File: src/rtl/jtag_er1_pkg.sv
// Shared constants for the ER1 user data-register engine: opcodes, FSM
// encoding, status-bit placement and scan-chain length.
package jtag_er1_pkg;

    localparam int ADDR_W_DEF = 6;
    localparam int DATA_W_DEF = 32;

    localparam logic [1:0] OP_NOP   = 2'b00;
    localparam logic [1:0] OP_WRITE = 2'b01;
    localparam logic [1:0] OP_READ  = 2'b10;
    localparam logic [1:0] OP_CLEAR = 2'b11;

    typedef enum logic [1:0] {
        ST_IDLE = 2'd0,
        ST_CMD  = 2'd1,
        ST_WAIT = 2'd2
    } state_t;

    // Status flags sit in the opcode slot of the captured word, counted from the MSB.
    localparam int STAT_OVR_FROM_MSB  = 0;
    localparam int STAT_RDAV_FROM_MSB = 1;

    function automatic int dr_w(input int addr_w, input int data_w);
        return 2 + addr_w + data_w;
    endfunction

endpackage

File: src/rtl/jtag_er1_dr_if.sv
// Register-bus command/response channel between the ER1 engine and its consumer.
interface jtag_er1_dr_if
    import jtag_er1_pkg::*;
#(
    parameter int ADDR_W = ADDR_W_DEF,
    parameter int DATA_W = DATA_W_DEF
);
    logic              cmd_valid;
    logic              cmd_ready;
    logic              cmd_we;
    logic [ADDR_W-1:0] cmd_addr;
    logic [DATA_W-1:0] cmd_wdata;
    logic              rsp_valid;
    logic [DATA_W-1:0] rsp_rdata;

    modport master (
        output cmd_valid, cmd_we, cmd_addr, cmd_wdata,
        input  cmd_ready, rsp_valid, rsp_rdata
    );

    modport slave (
        input  cmd_valid, cmd_we, cmd_addr, cmd_wdata,
        output cmd_ready, rsp_valid, rsp_rdata
    );
endinterface

File: src/rtl/jtag_er1_shreg.sv
// ER1 capture/shift register; jtdo1 is the register LSB itself so TDO
// never sees a combinational path from TDI.
module jtag_er1_shreg
    import jtag_er1_pkg::*;
#(
    parameter int DR_W = dr_w(ADDR_W_DEF, DATA_W_DEF)
) (
    input  logic            jtck,
    input  logic            jrstn,
    input  logic            jtdi,
    input  logic            capture,
    input  logic            shift,
    input  logic [DR_W-1:0] cap_word,
    output logic [DR_W-1:0] sr,
    output logic            jtdo1
);

    always_ff @(posedge jtck) begin
        if (!jrstn) begin
            sr <= '0;
        end else if (capture) begin
            sr <= cap_word;
        end else if (shift) begin
            sr <= {jtdi, sr[DR_W-1:1]};
        end
    end

    assign jtdo1 = sr[0];

endmodule

File: src/rtl/jtag_er1_dr.sv
// ER1 user data-register engine: scanned words become single register-bus
// commands on Update-DR; read data and status return at the next Capture-DR.
module jtag_er1_dr
    import jtag_er1_pkg::*;
#(
    parameter int ADDR_W = ADDR_W_DEF,
    parameter int DATA_W = DATA_W_DEF
) (
    input  logic          jtck,
    input  logic          jrstn,
    input  logic          jtdi,
    input  logic          jce1,
    input  logic          jshift,
    input  logic          jupdate,
    input  logic          jrti1,
    output logic          jtdo1,
    jtag_er1_dr_if.master bus,
    output logic          busy
);

    localparam int DR_W = dr_w(ADDR_W, DATA_W);

    state_t            state;
    logic              cmd_valid_q;
    logic              cmd_we_q;
    logic [ADDR_W-1:0] cmd_addr_q;
    logic [DATA_W-1:0] cmd_wdata_q;
    logic [DATA_W-1:0] rdata;
    logic              rd_avail;
    logic              ovr;
    logic              jupdate_q;

    logic [DR_W-1:0]   sr;
    logic [DR_W-1:0]   cap_word;
    logic              capture;
    logic              shift;
    logic              upd_fire;
    logic              accept_ok;
    logic [1:0]        sr_op;
    logic [ADDR_W-1:0] sr_addr;
    logic [DATA_W-1:0] sr_data;

    // RTI carries no function here; it only marks idle clocks from the host.
    logic unused_ok;
    assign unused_ok = &{1'b0, jrti1};

    assign capture = jce1 && !jshift;
    assign shift   = jce1 && jshift;

    // Capture and update never coincide on a real TAP; if forced, capture wins.
    assign upd_fire = jupdate && !jupdate_q && !capture;

    assign sr_op   = sr[DR_W-1 -: 2];
    assign sr_addr = sr[DATA_W +: ADDR_W];
    assign sr_data = sr[DATA_W-1:0];

    // A response arriving in the same cycle frees the engine for this update.
    assign accept_ok = (state == ST_IDLE) || (state == ST_WAIT && bus.rsp_valid);

    always_comb begin
        cap_word                               = '0;
        cap_word[DATA_W-1:0]                   = rdata;
        cap_word[DATA_W +: ADDR_W]             = ADDR_W'(state);
        cap_word[DR_W-1-STAT_OVR_FROM_MSB]     = ovr;
        cap_word[DR_W-1-STAT_RDAV_FROM_MSB]    = rd_avail;
    end

    jtag_er1_shreg #(
        .DR_W (DR_W)
    ) u_shreg (
        .jtck     (jtck),
        .jrstn    (jrstn),
        .jtdi     (jtdi),
        .capture  (capture),
        .shift    (shift),
        .cap_word (cap_word),
        .sr       (sr),
        .jtdo1    (jtdo1)
    );

    always_ff @(posedge jtck) begin
        if (!jrstn) begin
            state       <= ST_IDLE;
            cmd_valid_q <= 1'b0;
            cmd_we_q    <= 1'b0;
            cmd_addr_q  <= '0;
            cmd_wdata_q <= '0;
            rdata       <= '0;
            rd_avail    <= 1'b0;
            ovr         <= 1'b0;
            jupdate_q   <= 1'b0;
        end else begin
            jupdate_q <= jupdate;

            case (state)
                ST_CMD: begin
                    if (bus.cmd_ready) begin
                        cmd_valid_q <= 1'b0;
                        state       <= cmd_we_q ? ST_IDLE : ST_WAIT;
                    end
                end
                ST_WAIT: begin
                    if (bus.rsp_valid) begin
                        rdata    <= bus.rsp_rdata;
                        rd_avail <= 1'b1;
                        state    <= ST_IDLE;
                    end
                end
                default: ;
            endcase

            // Later assignments override the response/handshake updates above.
            if (upd_fire) begin
                case (sr_op)
                    OP_WRITE: begin
                        if (accept_ok) begin
                            cmd_valid_q <= 1'b1;
                            cmd_we_q    <= 1'b1;
                            cmd_addr_q  <= sr_addr;
                            cmd_wdata_q <= sr_data;
                            state       <= ST_CMD;
                        end else begin
                            ovr <= 1'b1;
                        end
                    end
                    OP_READ: begin
                        if (accept_ok) begin
                            cmd_valid_q <= 1'b1;
                            cmd_we_q    <= 1'b0;
                            cmd_addr_q  <= sr_addr;
                            rd_avail    <= 1'b0;
                            state       <= ST_CMD;
                        end else begin
                            ovr <= 1'b1;
                        end
                    end
                    OP_CLEAR: begin
                        ovr      <= 1'b0;
                        rd_avail <= 1'b0;
                    end
                    OP_NOP: ;
                    default: ;
                endcase
            end
        end
    end

    assign bus.cmd_valid = cmd_valid_q;
    assign bus.cmd_we    = cmd_we_q;
    assign bus.cmd_addr  = cmd_addr_q;
    assign bus.cmd_wdata = cmd_wdata_q;
    assign busy          = (state != ST_IDLE);

endmodule

File: src/flat_wrapper.sv
// flat-port wrapper written by rule: the top's interface ports become plain ports
module jtag_er1_dr_flat import jtag_er1_pkg::*;
#(
    parameter int ADDR_W = ADDR_W_DEF,
    parameter int DATA_W = DATA_W_DEF
)
  (jtck, jrstn, jtdi, jce1, jshift, jupdate, jrti1, jtdo1, busy, bus_cmd_valid, bus_cmd_we, bus_cmd_addr, bus_cmd_wdata, bus_cmd_ready, bus_rsp_valid, bus_rsp_rdata);
  jtag_er1_dr_if #(.ADDR_W(ADDR_W), .DATA_W(DATA_W)) bus_i ();
  input  logic jtck;
  input  logic jrstn;
  input  logic jtdi;
  input  logic jce1;
  input  logic jshift;
  input  logic jupdate;
  input  logic jrti1;
  output logic jtdo1;
  output logic busy;
  output wire logic [$bits(bus_i.cmd_valid)-1:0] bus_cmd_valid;
  output wire logic [$bits(bus_i.cmd_we)-1:0] bus_cmd_we;
  output wire logic [$bits(bus_i.cmd_addr)-1:0] bus_cmd_addr;
  output wire logic [$bits(bus_i.cmd_wdata)-1:0] bus_cmd_wdata;
  input wire logic [$bits(bus_i.cmd_ready)-1:0] bus_cmd_ready;
  input wire logic [$bits(bus_i.rsp_valid)-1:0] bus_rsp_valid;
  input wire logic [$bits(bus_i.rsp_rdata)-1:0] bus_rsp_rdata;
  assign bus_cmd_valid = bus_i.cmd_valid;
  assign bus_cmd_we = bus_i.cmd_we;
  assign bus_cmd_addr = bus_i.cmd_addr;
  assign bus_cmd_wdata = bus_i.cmd_wdata;
  assign bus_i.cmd_ready = bus_cmd_ready;
  assign bus_i.rsp_valid = bus_rsp_valid;
  assign bus_i.rsp_rdata = bus_rsp_rdata;
  jtag_er1_dr #(.ADDR_W(ADDR_W), .DATA_W(DATA_W)) u_core (.jtck(jtck), .jrstn(jrstn), .jtdi(jtdi), .jce1(jce1), .jshift(jshift), .jupdate(jupdate), .jrti1(jrti1), .jtdo1(jtdo1), .bus(bus_i), .busy(busy));
endmodule
File: config.mk
export PLATFORM = sky130hd
export DESIGN_NAME = jtag_er1_dr_flat
export DESIGN_NICKNAME = d
export VERILOG_FILES = /design/src/rtl/jtag_er1_pkg.sv /design/src/rtl/jtag_er1_dr_if.sv /design/src/rtl/jtag_er1_shreg.sv /design/src/rtl/jtag_er1_dr.sv /design/src/flat_wrapper.sv
export SDC_FILE = /design/constraint.sdc
export NUM_CORES = 1
export LEC_CHECK = 0
export CAP_MARGIN = 15
export CELL_PAD_IN_SITES_DETAIL_PLACEMENT = 1
export CELL_PAD_IN_SITES_GLOBAL_PLACEMENT = 2
export CORE_AREA = 2 2 124 126
export DETAILED_ROUTE_END_ITERATION = 8
export DIE_AREA = 0 0 126 128
export GPL_TIMING_DRIVEN = 0
export PLACE_DENSITY_LB_ADDON = 0.1
export SYNTH_ARGS = -nofsm -noshare
export SYNTH_HDL_FRONTEND = slang
export SYNTH_HIERARCHICAL = 1
export SYNTH_SLANG_ARGS = --single-unit
File: constraint.sdc
create_clock -name jtck -period 4 [get_ports jtck]
set_input_delay 0.4 -clock jtck [delete_from_list [all_inputs] [get_ports jtck]]
set_output_delay 0.4 -clock jtck [all_outputs]
set_load 0.01 [all_outputs]
---- Yosys cells after proc, flatten, opt, wreduce, memory -nomap -nowiden ----
Cells that the tools add are included.
word-level totals
  memories ................................ 0
  input port bits ......................... 41
  latch bits .............................. 0
  bits in read-only memories .............. 0
  RAM bits ................................ 0
  register bits after elaboration ......... 117
  output and inout bits ................... 42
cells by class
  multipliers ............................. 0
  bitwise operators ....................... 1
  divide/modulo/power cells ............... 0
  muxes and demuxes ....................... 24
  equal/unequal tests ..................... 8
  shifts and indexed selects .............. 0
  add/sub/neg operators ................... 0
  $lt $le $gt $ge ......................... 0
  reductions and logical operators ........ 21
operators by type and width
  operator              number
  $mux W40              2
  $mux W1               12
  $mux W2               6
  $reduce_and A3 Y1     3
  $reduce_bool A2 Y1    4
  $eq A2 B2 Y1 const B  3
  $pmux W1 S2           3
  $logic_and A1 B1 Y1   5
  $eq A2 B1 Y1 const B  2
  $ne A2 B1 Y1 const B  2
  $pmux W2 S2           1
  $reduce_and A4 Y1     1
  $reduce_or A2 Y1      2
  $logic_not A1 Y1      3
  $logic_not A2 Y1      1
  $ne A2 B2 Y1 const B  1
  $reduce_and A2 Y1     1
  $logic_or A1 B1 Y1    1
  $not A1 Y1            1

---- Depth between registers and ports, before layout ----
  depth after elaboration ................. 6
  depth in mapped cells ................... 7
  depth with buffers taken out ............ 5

---- Cells and area by module ----
The synthesis kept the hierarchy.
by module, submodules not included
  module          times used  cells each  area an instance (µm²)  seq. area each (µm²)
  jtag_er1_dr     1           355         3153.0                  1541.5
  jtag_er1_shreg  1           177         2188.3                  800.8

---- Worst setup path before layout ----
No wires, ideal clock.
  path type ............................... register -> register
  start ................................... reg u_core.u_shreg.sr[38]
  end ..................................... reg u_core.cmd_addr_q[0], in the netlist u_core/bus.cmd_addr[0]
  period minus slack after synthesis ...... 1.611 ns
  path slack .............................. 2.389 ns
  stages on the path, launching flop included .. 5
  arrival ................................. 1.539 ns
  buffers on the path ..................... 0
  data required time ...................... 3.928 ns
  path through ............................ dfxtp_1 -> inv_1 -> ha_1 -> nor4_4 -> mux2i_1
on the way
  cells in the longest elaborated chain, start to end .. 3
  elaborated cells between the ends (all ways) .. 4
  those cells by class .................... 2 x eq/ne; 2 x reduce/logical
RTL lines
  element                                       line                  source
  start: declaration                            jtag_er1_shreg.sv:14  output logic [DR_W-1:0] sr,
  start signal: assignment                      jtag_er1_shreg.sv:22  sr <= cap_word;
  start signal: assignment                      jtag_er1_shreg.sv:24  sr <= {jtdi, sr[DR_W-1:1]};
  $eq A2 B1 Y1 or $eq A2 B2 Y1 (tied branches)  jtag_er1_dr.sv:114    case (sr_op)
  $reduce_or A2 Y1 (no line) (*)                --
  $reduce_and A3 Y1 (no line) (*)               --
  end signal: assignment                        jtag_er1_dr.sv:119    cmd_addr_q <= sr_addr;
  end signal: assignment                        jtag_er1_dr.sv:130    cmd_addr_q <= sr_addr;
  end: declaration                              jtag_er1_dr.sv:26     logic [ADDR_W-1:0] cmd_addr_q;
Every way passes the cells marked *; elsewhere a longest branch is shown, timed or not.
A chain may end at the register's enable or synchronous reset.

---- Worst setup path after layout ----
  start ................................... reg u_core.state[0]
  end ..................................... out busy
on the way
  cells in the longest elaborated chain, start to end .. 1
RTL lines
  element                   line                source
  start: declaration        jtag_er1_dr.sv:23   state_t state;
  start signal: assignment  jtag_er1_dr.sv:99   state <= cmd_we_q ? ST_IDLE : ST_WAIT;
  $reduce_bool A2 Y1        jtag_er1_dr.sv:152  assign busy = (state != ST_IDLE);
  end: declaration          flat_wrapper.sv:17  output logic busy;
Every way passes these cells.

==> flow_summary.ini <==
[detailed_routing]
drt_iter0_drc = 141
vias = 3984
finalWirelength_um = 13600
ant_nets = 0
drcViolationCount = 0
post_drt_wl_per_cell_um = 16.3
first_pass_iters = 4
viasPerCell = 4.77

[hold_path]
hold_depth = 2
hold_start = jrstn
min_path_type = in2reg

[logic_synthesis]
synthCells = 532
synth_cell_type_count = 36
syn-cell-area_um2 = 5340
ys_warn_count = 6
avgSynthCellArea_um2 = 10.0
synth-seq-cells = 117
ys_seq_area_share_pct = 43.9

[clock_tree]
cts_buffers = 17
cts.clk_slew.worst_paths_ns = 0.05
max-clock-path-buffers = 2
cts_hold_buf = 0
cts-root-buf = clkbuf_16
clock-sinks = 117
clk_latency_ns = 0.42
post_cts_buffers = 0
cts_tree = done
h-tree-depth = 4
post_cts_resize_count = 0

[timing]
slew_headroom_pct = 51.7
worst_pin_slew_ns = 0.719
hold_viol_final = 0
worst_clock_skew_ns = 0.00563
period_share_pct = 51.5
fmax_mhz = 486
finalCriticalPeriod_ns = 2.06
final-setup-viol-count = 0
fin_tns_setup_ns = 0
rsz0062_at_grt = no
finalMaxSlewViolations = 0

[grt]
use_met1_pct = 22.2
busiest_layer = met2
grt_usage_pct = 17.9
gr-usage-met2_pct = 30.2
overflow = 0
grt_use_met3_pct = 4.59
antenna_found_initial = 0
grt_pass1_wl_um = 22600
grt_pass1_vias = 4328
grt_start_max_net_pins = 17

[critical_path]
start_kind = register
rr_worst_depth = 4
critPathCaptureType = output port
crit_fanout = 3
ff2ff_setup_slack_ns = 2.14
cp_data_arrival_time_ns = 1.66
timing.rr.start = u_core/u_shreg/sr[38]$_SDFFE_PN0P_
critical_path_required_ns = 3.60
startpoint = u_core/state[0]$_SDFF_PN0_
path_class = reg2out

[placed_design]
dp_hpwl_um = 9570
gp_congestion = 0.758
io_buffer_count = 80
dp.cells = 803

[floorplanning]
io_pins = 83
initial_core_util_pct = 35.9
chipWidth_um = 126
die-area_um2 = 16100
core_area_um2 = 14900
die_h_um = 128
core.rowCount = 45

[power]
power_leakage_nw = 2.98
p_per_area_nw_per_um2 = 437
ir_drop_v = 0.000304
design_power_total_mw = 3.07

[cells_and_area]
nets = 681
fill_cells = 1691
final_cells = 835
fin_util_pct = 47.2
syn2layout_area_growth_pct = 31.2
drive_gt1_share_pct = 14.8
n_antenna_cell = 0

[flow_run]
maxCapViolCount = 0

[run_status]
status = finished clean
-- path summary, 6_finish.rpt --
| path | end |
|---|---|
| setup / recovery | busy |
| hold / removal | u_core/u_shreg/sr[22]$_SDFFE_PN0P_ |
| setup reg to reg | u_core/bus.cmd_addr[5]$_SDFFE_PN0P_ |
| hold reg to reg | u_core/rdata[6]$_SDFFE_PN0P_ |
-- placed cells by master, fill, tap and decap left out, types with 2 or more instances in the layout --
master	n
nand2b_1	17
o211a_1	41
conb_1	4
inv_1	7
mux2_4	40
bufinv_16	3
mux2i_1	38
clkbuf_8	5
clkinv_2	5
nand2_1	141
a31oi_1	2
clkbuf_16	17
buf_4	2
dfxtp_1	117
a21boi_1	5
o2111ai_1	2
clkbuf_1	22
o21ai_0	2
buf_1	2
and2_1	2
or2b_1	26
buf_2	9
o21a_1	2
ha_1	6
a21boi_0	28
buf_6	7
clkdlybuf4s50_1	80
-- cell type report --
| class | count | area, µm² | share of cell area, % |
|---|---|---|---|
| well taps | 188 | 235 | 3.36 |
| multi-input cells | 369 | 2750 | 39.3 |
| repair buffers | 80 | 801 | 11.4 |
| clock buffers | 23 | 498 | 7.10 |
| clock inverters | 9 | 123 | 1.75 |
| inverters | 8 | 32.5 | 0.464 |
| flip-flops and latches | 117 | 2340 | 33.4 |
| plain buffers | 41 | 225 | 3.21 |
-- power breakdown --
group | internal, mW | switching, mW | leakage [nW]
logic | 0.148 | 0.113 | 1.72
registers | 1.20 | 0.0257 | 0.950
clock network | 1.06 | 0.526 | 0.309
-- cells in the mapped netlist (all sizes together) --
library cell  instances  share of area (%)
nand2               141                9.9
dfxtp               117                 44
o211a                41                7.7
mux2                 40                 11
mux2i                38                7.1
a21boi               33                4.6
or2b                 26                3.7
clkbuf               21                1.5
buf                  20                2.7
nand2b               18                2.2
inv                   8               0.61
ha                    6                1.4
and2                  3               0.37
a21oi                 2               0.26
a31oi                 2               0.23
nor4b                 2               0.45
o2111ai               2               0.33
o21a                  2               0.28
o21ai                 2               0.19
and4b                 1               0.19
conb                  1              0.070
nor2                  1              0.070
nor2b                 1               0.12
nor3b                 1               0.14
nor4                  1               0.40
o221a                 1               0.21
or3                   1               0.12
-- state kept, by name, indices dropped and copies added (netlist names) --
| name | count |
|---|---|
| u_core/state | 2 |
| u_core/bus.cmd_we | 1 |
| u_core/rdata | 32 |
| u_core/jupdate_q | 1 |
| u_core/bus.cmd_wdata | 32 |
| u_core/rd_avail | 1 |
| u_core/ovr | 1 |
| u_core/u_shreg/sr | 40 |
| u_core/bus.cmd_addr | 6 |
| u_core/bus.cmd_valid | 1 |
-- metrics by stage --
stage / hold slack (ns) / setup WS [ns] / area [µm²]
after floorplan: 0.430 / 2.39 / 5350
after global placement: 0.435 / 1.88 / 6390
after detailed placement: 0.442 / 1.85 / 6390
after CTS: 0.413 / 1.91 / 7010
after global routing: 0.442 / 1.83 / 7010
final: 0.416 / 1.94 / 7010
-- kinds of logic after synthesis --
logic type,Yosys count,synth area share [%]
AO/OA/AOI/OAI,85,13.8
other,1,0.0702
adder cells (fa/ha/maj),6,1.41
flip-flops,117,43.9
AND/OR/NAND/NOR,196,17.7
multiplexers,78,18.4
buffers and inverters,49,4.83
-- routing by layer --
metal / share of wire [%] / up-vias
met4: 1.8 / 0
met3: 3.5 / 18
li1: - / 1996
met2: 48 / 68
met5: 0 / -
met1: 47 / 1902
-- critical path, stage by stage, from the launching register on --
cell             delay (ns)
dfxtp_1                0.35
inv_1                  0.09
ha_1                   0.23
inv_1                  0.06
clkdlybuf4s50_1        0.52
Power figures use the tool's default switching activity.
